$ cat src/rtl/width_trans_pkg.sv
// Shared types and helpers for the width-conversion FIFO write side.
//   arb_state_e : arbiter state (ST_IDLE / ST_GRANT)
//   clog2_w()   : index/counter width helper, never smaller than 1 bit
package width_trans_pkg;

  typedef enum logic {
    ST_IDLE  = 1'b0,
    ST_GRANT = 1'b1
  } arb_state_e;

  // Width needed to hold values 0..n-1, clamped to at least one bit.
  function automatic int clog2_w(input int n);
    return (n <= 2) ? 1 : $clog2(n);
  endfunction

endpackage

$ cat src/rtl/rr_pick.sv
// Rotating find-first: picks the lowest-offset set bit of src_valid,
// starting at rr_ptr and wrapping modulo NUM_REQ. Purely combinational.
//   src_valid  in  NUM_REQ  request vector
//   rr_ptr     in  IW       search start index (< NUM_REQ)
//   sel_idx    out IW       chosen channel (0 when nothing valid)
//   any_valid  out 1        at least one request present
module rr_pick #(
  parameter int NUM_REQ = 4,
  parameter int IW      = 2
) (
  input  logic [NUM_REQ-1:0] src_valid,
  input  logic [IW-1:0]      rr_ptr,
  output logic [IW-1:0]      sel_idx,
  output logic               any_valid
);

  // Scan offsets from farthest to nearest so the nearest hit wins.
  always_comb begin
    sel_idx = '0;
    for (int k = NUM_REQ - 1; k >= 0; k--) begin
      if (src_valid[(int'(rr_ptr) + k) % NUM_REQ])
        sel_idx = IW'((int'(rr_ptr) + k) % NUM_REQ);
    end
  end

  assign any_valid = |src_valid;

endmodule

$ cat src/rtl/fifo_wr_arbiter.sv
// Round-robin arbiter sharing the FIFO write port among NUM_REQ sources.
// A grant lasts up to BURST_LEN accepted words; FIFO full is the only
// backpressure and stalls the burst without counting against it.
// Ports:
//   clk_wr, rst          write clock, synchronous active-high reset
//   src_valid/src_data   per-channel word offer (channel i at i*WRDATA_SIZE)
//   src_ready            per-channel accept strobe (owner only)
//   full                 FIFO full flag
//   wr_req, wdata        FIFO write port
//   grant, busy          one-hot owner / state is GRANT
//   stat_words           per-channel saturating word counters, only when
//                        FIFO_ARB_STATS_EN is defined
module fifo_wr_arbiter
  import width_trans_pkg::*;
#(
  parameter int NUM_REQ     = 4,
  parameter int WRDATA_SIZE = 4,
  parameter int BURST_LEN   = 4,
  parameter int CNT_WIDTH   = 16
) (
  input  logic                           clk_wr,
  input  logic                           rst,
  input  logic [NUM_REQ-1:0]             src_valid,
  input  logic [NUM_REQ*WRDATA_SIZE-1:0] src_data,
  output logic [NUM_REQ-1:0]             src_ready,
  input  logic                           full,
  output logic                           wr_req,
  output logic [WRDATA_SIZE-1:0]         wdata,
  output logic [NUM_REQ-1:0]             grant,
  output logic                           busy
`ifdef FIFO_ARB_STATS_EN
  ,
  output logic [NUM_REQ*CNT_WIDTH-1:0]   stat_words
`endif
);

  localparam int IW = clog2_w(NUM_REQ);
  localparam int BW = clog2_w(BURST_LEN + 1);

  if (NUM_REQ < 2 || NUM_REQ > 16 || BURST_LEN < 1 || WRDATA_SIZE < 1 || CNT_WIDTH < 1) begin : g_bad_param
    $error("fifo_wr_arbiter: illegal parameter set");
  end

  arb_state_e    state_q, state_d;
  logic [IW-1:0] owner_q, owner_d;
  logic [IW-1:0] rr_ptr_q, rr_ptr_d;
  logic [BW-1:0] bcnt_q, bcnt_d;

  logic [IW-1:0] pick_idx;
  logic          pick_any;

  rr_pick #(.NUM_REQ(NUM_REQ), .IW(IW)) u_pick (
    .src_valid (src_valid),
    .rr_ptr    (rr_ptr_q),
    .sel_idx   (pick_idx),
    .any_valid (pick_any)
  );

  logic in_grant, own_valid, xfer, burst_done, rel;

  assign in_grant   = (state_q == ST_GRANT);
  assign own_valid  = src_valid[owner_q];
  assign xfer       = in_grant & own_valid & ~full;
  // Limit hit on the accepting cycle, so the last word still goes through.
  assign burst_done = xfer & (bcnt_q == BW'(BURST_LEN - 1));
  // Owner dropping valid releases even while full is stalling the burst.
  assign rel        = in_grant & (~own_valid | burst_done);

  // State register
  always_ff @(posedge clk_wr) begin
    if (rst) begin
      state_q  <= ST_IDLE;
      owner_q  <= '0;
      rr_ptr_q <= '0;
      bcnt_q   <= '0;
    end else begin
      state_q  <= state_d;
      owner_q  <= owner_d;
      rr_ptr_q <= rr_ptr_d;
      bcnt_q   <= bcnt_d;
    end
  end

  // Next state
  always_comb begin
    state_d  = state_q;
    owner_d  = owner_q;
    rr_ptr_d = rr_ptr_q;
    bcnt_d   = bcnt_q;
    case (state_q)
      ST_IDLE: begin
        if (pick_any) begin
          state_d = ST_GRANT;
          owner_d = pick_idx;
          bcnt_d  = '0;
        end
      end
      ST_GRANT: begin
        if (xfer) bcnt_d = bcnt_q + 1'b1;
        if (rel) begin
          state_d  = ST_IDLE;
          rr_ptr_d = (owner_q == IW'(NUM_REQ - 1)) ? '0 : owner_q + 1'b1;
        end
      end
    endcase
  end

  // Outputs
  always_comb begin
    wr_req    = xfer;
    busy      = in_grant;
    grant     = '0;
    src_ready = '0;
    wdata     = '0;
    if (in_grant) begin
      grant[owner_q] = 1'b1;
      wdata          = src_data[int'(owner_q)*WRDATA_SIZE +: WRDATA_SIZE];
    end
    if (xfer) src_ready[owner_q] = 1'b1;
  end

`ifdef FIFO_ARB_STATS_EN
  for (genvar i = 0; i < NUM_REQ; i++) begin : g_stat
    logic [CNT_WIDTH-1:0] cnt_q;
    always_ff @(posedge clk_wr) begin
      if (rst)
        cnt_q <= '0;
      else if (src_ready[i] && (cnt_q != '1))
        cnt_q <= cnt_q + 1'b1;
    end
    assign stat_words[i*CNT_WIDTH +: CNT_WIDTH] = cnt_q;
  end
`endif

endmodule

$ cat config.mk
export PLATFORM = sky130hd
export DESIGN_NAME = fifo_wr_arbiter
export DESIGN_NICKNAME = d
export VERILOG_FILES = /design/src/rtl/width_trans_pkg.sv /design/src/rtl/rr_pick.sv /design/src/rtl/fifo_wr_arbiter.sv
export SDC_FILE = /design/constraint.sdc
export NUM_CORES = 1
export LEC_CHECK = 0
export ABC_CLOCK_PERIOD_IN_PS = 2500
export CORE_MARGIN = 3
export CORE_UTILIZATION = 42
export DETAILED_ROUTE_END_ITERATION = 10
export GPL_ROUTABILITY_DRIVEN = 1
export PLACE_DENSITY = 0.86
export SLEW_MARGIN = 5
export SYNTH_ARGS = -nofsm -noshare
export SYNTH_HDL_FRONTEND = slang
export SYNTH_SLANG_ARGS = --single-unit
$ cat constraint.sdc
create_clock -name clk_wr -period 2.5 [get_ports clk_wr]
set_clock_uncertainty 0.2 [all_clocks]
set_input_delay 0.375 -clock clk_wr [delete_from_list [all_inputs] [get_ports clk_wr]]
set_output_delay 0.375 -clock clk_wr [all_outputs]
set_load 0.05 [all_outputs]
==> metrics.md, run 1 <==
| Metric | Value |
|---|---|
| Post-Synth Simple-Gate Area | 28.7% |
| Grt total ovfl | 0 |
| Reg clk slew, reported paths | 0.06 ns |
| Net count after synthesis | 110 |
| Count leader, synth | and2_1 |
| EDFF count, synth | 0 |
| Final instance area | 1220 um2 |
| Gpl congestion | 0.785 |
| Diode count | 0 |
| Port bufs | 36 |
| Vias per cell | 5.30 |
| Vias in the first global route | 693 |
| Post-synthesis mux area share | 22.6% |
| Critical path cell sequence | clkdlybuf4s50_1 > mux2_4 > nor2_2 > nor4_4 > and2_4 > buf_12 |
| Post-synthesis cell area | about 740 um2 |
| Post-synth top area share | 21.7% |
| Maximum root-to-sink buffer count | 2 |
| Root buf cell | clkbuf_4 |
| Die footprint | 2290 um2 |
| Top cells by area in the synthesized netlist | dfxtp_1 (22%), mux4_2 (12%), and2_1 (10%) |
| Post-placement cell count | 136 |
| Drt drc | 0 |
| I/O pins | 37 |
| Endpoint class of the critical path | output port |
| Placed Area | approximately 1200 um2 |
| Post-synthesis xor/xnor area fraction | 0% |
| Synthesized instance count | between 80 and 90 |
| Die Height | about 48 um |
| # Post-CTS Setup Buffers | 0 |
| Crit path launch type | primary input |
| Count of pins over their slew limit | 0 |
| CTS tree | built |
| Clock buffer count from CTS | 3 |
| Iter 0 DRT Violations | 5 |
| DR pass1 iterations | 3 |
| HP Class | flop to flop |
| Fin crit share | 94.8% |
| Tot Pwr | 0.482 mW |
| Largest family of logic cells by synthesized area | simple AND/OR/NAND/NOR gates |
| FP Rows | 14 |
| Worst Slack Setup Final | 0.131 ns |
| Final cell count without fillers | 140 |
| Vias | 742 |
| Largest net degree at the start of global routing | 16 |
| Worst hold margin | roughly 0.28 ns |
| Hold_sp | bcnt_q[2] |
| Critical Path Max Stage Delay | 0.49 ns |
| Worst Path Arrival | between 1.5 and 2 ns |
| Async SR Flop Fraction | 0% |
| Leakage Power | 0.487 nW |
| CP required | roughly 1.9 ns |
| Layout cells sized above 1 | about a third |
| RSZ-0062 raised after global routing | no |
| Final TNS setup | 0 ns |
| Total routed wirelength | 2.08 mm |
| CORE AREA | 1580 um2 |
| FF+latch count, synth | 8 |
| Critical path origin | src_valid[1] |
| First-pass GRT wire length | 2.90 mm |
| Final setup viols | 0 |
| Fillers | 116 |
| HPWL after DPL | 1.74 mm |
| CTS Sinks | 8 |
| All-Layer GR Usage | 18.2% |
| FMAX | around 0.42 GHz |
| Final Hold Vio Count | 0 |
| Horiz. Die Dim | 47.9 um |
| FF-to-FF Start | busy |
| H-Tree Depth | 1 |
| Synth warn | 0 |
| Worst-path fanout max | 6 |
| Dpl ws | about 0.14 ns |
| Outcome | complete, no violations |
| Post-synthesis adder-cell area fraction | 10.2% |
| Fin crit period | 2.37 ns |
| DR WL/cell | 14.9 um |
| Final core utilization | 77.2% |
| Yosys cell types | 29 |
| Initial antenna violation count | 0 |
| Pwr Density | between 300 and 400 nW/um2 |
| Critical path class | primary input to output port |
| Max Cap Viol | 0 |
| Yosys top cell by area | dfxtp_1 |
| Synth Area in Compound Gates | ~11% |
| Syn Area/Cell | between 9 and 10 um2 |
| Antenna-violating nets left | 0 |
| Worst vdd ir | just over 0.5 mV |
| Crit-path slowest cell | clkdlybuf4s50_1 |
| Initial Util | 46.7% |
| Worst rel slew slack | around two thirds |
| Synth Flop Type | dfxtp_1 |
| P&R area growth vs syn | 65.2% |
| Post-synthesis sequential area ratio | 21.7% |
| Worst Tran Pin Value | 0.487 ns |
| Final-stage net count | 154 |
| Synth cell count leaders | and2_1 (12), nand2_1 (9), dfxtp_1 (8) |
| Clk_lat worst skew | between 0.2 and 0.3 ns |
## path summary, 6_finish.rpt
check | cells past startpoint | endpoint | slack, ns
min reg2reg | 2 | bcnt_q[2] | 0.28
max | 6 | src_ready[3] | 0.13
max reg2reg | 4 | bcnt_q[2] | 0.74
min | 2 | bcnt_q[2] | 0.28
## cell type report
class | count | area, um2 | area share, %
repair buffers | 43 | 443 | 36.4
well taps | 16 | 20.0 | 1.64
flip-flops and latches | 8 | 165 | 13.6
multi-input cells | 64 | 544 | 44.7
clock buffers | 4 | 26.3 | 2.16
inverters | 5 | 18.8 | 1.54
## report_power, final
group / leakage (nW) / switching, mW / internal, mW / total (mW)
Sequential: 0.0662 / 0.0166 / 0.136 / 0.153
Clock: 0.0150 / 0.0486 / 0.0614 / 0.110
Combinational: 0.406 / 0.111 / 0.109 / 0.219
## cell families after synthesis
kind of cell | after synthesis
simple gates | 36
compound gates | 11
mux | 11
buf+inv | 9
flops | 8
fa+ha+maj | 6
## layer usage
layer	GRT usage, %	routed length (um)
met2	34.6	1060
met4	9.14	33
met5	0	0
met3	4.14	210
met1	18.0	779
## placed cells by master (no fill, tap or decap)
cell type        count
mux2_2               1
nand3b_1             1
and2_4               4
o221ai_1             2
dfxtp_4              1
mux2_4               1
clkinv_1             1
o221ai_2             1
and2_1               8
clkbuf_1             1
buf_4               15
o21ai_1              1
dfxtp_2              1
a21oi_1              4
buf_12               5
nor4_4               1
inv_1                3
nor2_1               4
o21a_1               1
or2_2                2
nor2_2               1
clkdlybuf4s50_1     23
nor3_1               2
clkbuf_4             3
nand2b_1             3
a21oi_2              1
nand2_1              9
dfxtp_1              6
or4_4                1
mux2i_1              5
o31ai_1              1
ha_1                 6
inv_2                1
mux4_2               4
## critical path: cells and delay by family
family	cells	cell delay, ns
buf+inv	2	0.62
simple gates	3	0.62
mux	1	0.17
## state kept, by name, summed over array words and instances, names as in the netlist
name      flops
bcnt_q        3
owner_q       2
rr_ptr_q      2
busy          1
## timing repair
action | 4_1_cts | 5_1_grt
setup endpoints to repair | 0 | 2
resized for setup | 0 | 1
hold buffers | 0 | 0
(Power assumes the default switching activity.)
==> run 2: changes to the inputs <==
--- a/config.mk
+++ b/config.mk
@@ -10,6 +10,7 @@
 export CORE_UTILIZATION = 42
 export DETAILED_ROUTE_END_ITERATION = 10
 export GPL_ROUTABILITY_DRIVEN = 1
+export HOLD_SLACK_MARGIN = 0.03
 export PLACE_DENSITY = 0.86
 export SLEW_MARGIN = 5
 export SYNTH_ARGS = -nofsm -noshare
==> results of run 2 <==
Final layout, timing and power as in run 1 (identical DEF).
==> run 3: changes to the inputs <==
--- a/config.mk
+++ b/config.mk
@@ -5,13 +5,14 @@
 export SDC_FILE = /design/constraint.sdc
 export NUM_CORES = 1
 export LEC_CHECK = 0
+export ABC_AREA = 1
 export ABC_CLOCK_PERIOD_IN_PS = 2500
 export CORE_MARGIN = 3
-export CORE_UTILIZATION = 42
+export CORE_UTILIZATION = 30
 export DETAILED_ROUTE_END_ITERATION = 10
 export GPL_ROUTABILITY_DRIVEN = 1
 export HOLD_SLACK_MARGIN = 0.03
-export PLACE_DENSITY = 0.86
+export PLACE_DENSITY = 0.63
 export SLEW_MARGIN = 5
 export SYNTH_ARGS = -nofsm -noshare
 export SYNTH_HDL_FRONTEND = slang
==> run 3 against run 2 <==
Hold slack worse by 0.012 ns. Highest routed layer is now met3. Die area rose by 48%. Sequential power rose by 12%. Critical path depth rose by 2. Design area rose by 10%. Core utilization is 25 points lower. Sequential share of layout area is 1.5 points lower. Largest cell class unchanged. Non-clock buffer count decreased by 5. Critical endpoint is now src_ready[1]. Sequential cell count unchanged. First-iteration DRC count grew to 9.0 times the previous value. Worst setup slack improved by 0.12 ns. Wire length rose by 15%. Largest power group unchanged.
==> metrics.md, run 3 <==
| Metric | Value |
|---|---|
| Worst rel slew slack | 67.4% (about the same) |
| Yosys cell types | 23 (-21%) |
| DR pass1 iterations | 4 (+1) |
| Post-synthesis adder-cell area fraction | 9.17% (-1.0 points) |
| P&R area growth vs syn | 63.8% |
| Fin crit share | 90.0% (-4.8 points) |
| RSZ-0062 raised after global routing | no |
| Worst-path fanout max | 6 (unchanged) |
| Clk_lat worst skew | 0.25 ns (about the same) |
| Final-stage net count | 210 (+36%) |
| FMAX | 0.444 GHz (+5.3%) |
| Dpl ws | 0.249 ns (+0.112 ns) |
| Synth cell count leaders | nand2_1 (33), inv_1 (23), nor2_1 (20) |
| Largest family of logic cells by synthesized area | simple AND/OR/NAND/NOR gates |
| Net count after synthesis | 171 (+55%) |
| FP Rows | 18 (+4) |
| Commonest cells after routing, fill and taps aside | nand2_1 (33), inv_1 (23), clkdlybuf4s50_1 (23) |
| Critical path class | primary input to output port |
| Post-synthesis xor/xnor area fraction | 1.07% (+1.1 points) |
| Worst Slack Setup Final | 0.250 ns (+0.119 ns) |
| CTS tree | built |
| All-Layer GR Usage | 14.6% (-3.6 points) |
| DR WL/cell | 11.5 um (-23%) |
| Final core utilization | 52.7% (-25 points) |
| Fin crit period | 2.25 ns (-0.119 ns) |
| Total routed wirelength | 2.40 mm (+15%) |
| I/O pins | 37 (unchanged) |
| Grt total ovfl | 0 (unchanged) |
| Count of pins over their slew limit | 0 (unchanged) |
| Async SR Flop Fraction | 0% (unchanged) |
| Sequential Area | 161 um2 (-2.3%) |
| Area of the multi-input gates | 569 um2 (+4.6%) |
| Diode count | 0 (unchanged) |
| Post-synth top area share | 19.6% (-2.2 points) |
| Horiz. Die Dim | 58.2 um (+22%) |
| Initial Util | 32.2% (-15 points) |
| Layout cells sized above 1 | 17.3% (-17 points) |
| Antenna-violating nets left | 0 (unchanged) |
| Synth Area in Compound Gates | 17.6% (+6.5 points) |
| HP Class | flop to flop |
| Maximum root-to-sink buffer count | 2 (unchanged) |
| Final setup viols | 0 (unchanged) |
| Worst hold margin | 0.265 ns (-0.0116 ns) |
| CP required | 1.92 ns (about the same) |
| Leakage Power | 0.621 nW (+27%) |
| Crit path launch type | primary input |
| Post-synthesis sequential area ratio | 19.6% (-2.2 points) |
| CTS Sinks | 8 (unchanged) |
| H-Tree Depth | 1 (unchanged) |
| Synth Flop Type | dfxtp_1 |
| Largest net degree at the start of global routing | 14 (-2) |
| Vias | 1004 (+35%) |
| Post-synthesis cell area | 818 um2 (+11%) |
| Die footprint | 3390 um2 (+48%) |
| Reg clk slew, reported paths | 0.06 ns (about the same) |
| Critical path cell sequence | clkdlybuf4s50_1 > nand2_1 > nand3_1 > nand2_2 > nor3_4 > inv_2 > nor2_4 > buf_12 |
| Worst Tran Pin Value | 0.487 ns (+0.000682 ns) |
| Top cells by area in the synthesized netlist | dfxtp_1 (20%), nand2_1 (15%), inv_1 (11%) |
| Vias per cell | 4.80 (-9.4%) |
| Commonest non-fill, non-tap cell in the layout | nand2_1 |
| Count leader, synth | nand2_1 |
| CORE AREA | 2540 um2 (+61%) |
| Yosys top cell by area | dfxtp_1 |
| HPWL after DPL | 1.95 mm (+12%) |
| Worst vdd ir | 0.403 mV (-21%) |
| Final TNS setup | 0 ns (unchanged) |
| Max reg flops | 3 (unchanged) |
| Post-CTS Hold Buffers | 0 (unchanged) |
| FF+latch count, synth | 8 (unchanged) |
| First-pass GRT wire length | 3.98 mm (+37%) |
| Gpl congestion | 0.857 (+9.3%) |
| Pwr Density | 551 nW/um2 (+39%) |
| Fillers | 259 (+120%) |
| Biggest register | bcnt_q |
| Port bufs | 36 (unchanged) |
| Regs by FF count | bcnt_q x3, owner_q x2, rr_ptr_q x2 |
| Post-placement cell count | 206 (+51%) |
| Die Height | 58.2 um (+22%) |
| Synth warn | 0 (unchanged) |
| Syn Area/Cell | 5.76 um2 (-37%) |
| Final cell count without fillers | 209 (+49%) |
| Drt drc | 0 (unchanged) |
| Post-cts resize count | 0 (unchanged) |
| Crit-path slowest cell | clkdlybuf4s50_1 |
| Root buf cell | clkbuf_4 |
| Endpoint class of the critical path | output port |
| Synthesized instance count | 142 (+75%) |
| Final Hold Vio Count | 0 (unchanged) |
| Worst Path Arrival | 1.67 ns (-0.12 ns) |
| Tot Pwr | 0.738 mW (+53%) |
| Post-synthesis mux area share | 0% (-23 points) |
| # Post-CTS Setup Buffers | 0 (unchanged) |
| Post-Synth Simple-Gate Area | 38.1% (+9.4 points) |
| Clock buffer count from CTS | 3 (unchanged) |
| Initial antenna violation count | 0 (unchanged) |
| Final instance area | 1340 um2 (+10%) |
| Critical Path Max Stage Delay | 0.51 ns (+0.02 ns) |
| Outcome | complete, no violations |
| Vias in the first global route | 948 (+37%) |
| Iter 0 DRT Violations | 45 (+40) |
| Crit path max-delay family | buffers and inverters |
| EDFF count, synth | 0 (unchanged) |
| Max Cap Viol | 0 (unchanged) |
| Placed Area | 1320 um2 (+11%) |
| WP buf/inv | 3 (+1) |
## run 3: cell count changes after synthesis, moves of 11 or more
cell and change:
and2_1 -12, nand3_1 +11, inv_1 +20, o21ai_0 +13, nor2_1 +16, nand2_1 +24
## run 3: cells by family after synthesis
family                   count (synthesis)
adder cells (fa/ha/maj)                  6
AND/OR/NAND/NOR                         71
flip-flops                               8
buffers and inverters                   29
AO/OA/AOI/OAI                           27
XOR/XNOR                                 1
## run 3: layout make-up
class	count	area share, %
multi-input combinational	105	42.5
timing repair buffer	38	34.0
sequential	8	12.0
inverter	25	7.00
tap	30	2.80
clock buffer	3	1.68
## run 3: metal layers
layer  part of all wire (%)  wire length, um  global-route usage (%)  up-vias
li1                       -                -                       -      520
met1                     49             1170                    18.0      454
met2                     45             1070                    26.1       30
met3                    6.8              163                    2.67        0
met4                      0                0                    2.98        0
met5                      0                0                       0        -
## run 3: path summary, 6_finish.rpt
path / startpoint / endpoint / slack [ns] / depth (start not counted)
min reg2reg: bcnt_q[0] / bcnt_q[0] / 0.26 / 1
max: src_valid[2] / src_ready[1] / 0.25 / 8
min: bcnt_q[0] / bcnt_q[0] / 0.26 / 1
max reg2reg: owner_q[1] / bcnt_q[2] / 0.72 / 7
## run 3: where the power goes
part           internal, mW  leakage (nW)  switching [mW]
Sequential            0.144        0.0657          0.0277
Combinational         0.191         0.542           0.277
Clock                0.0549        0.0138          0.0428
Total                 0.390         0.621           0.348
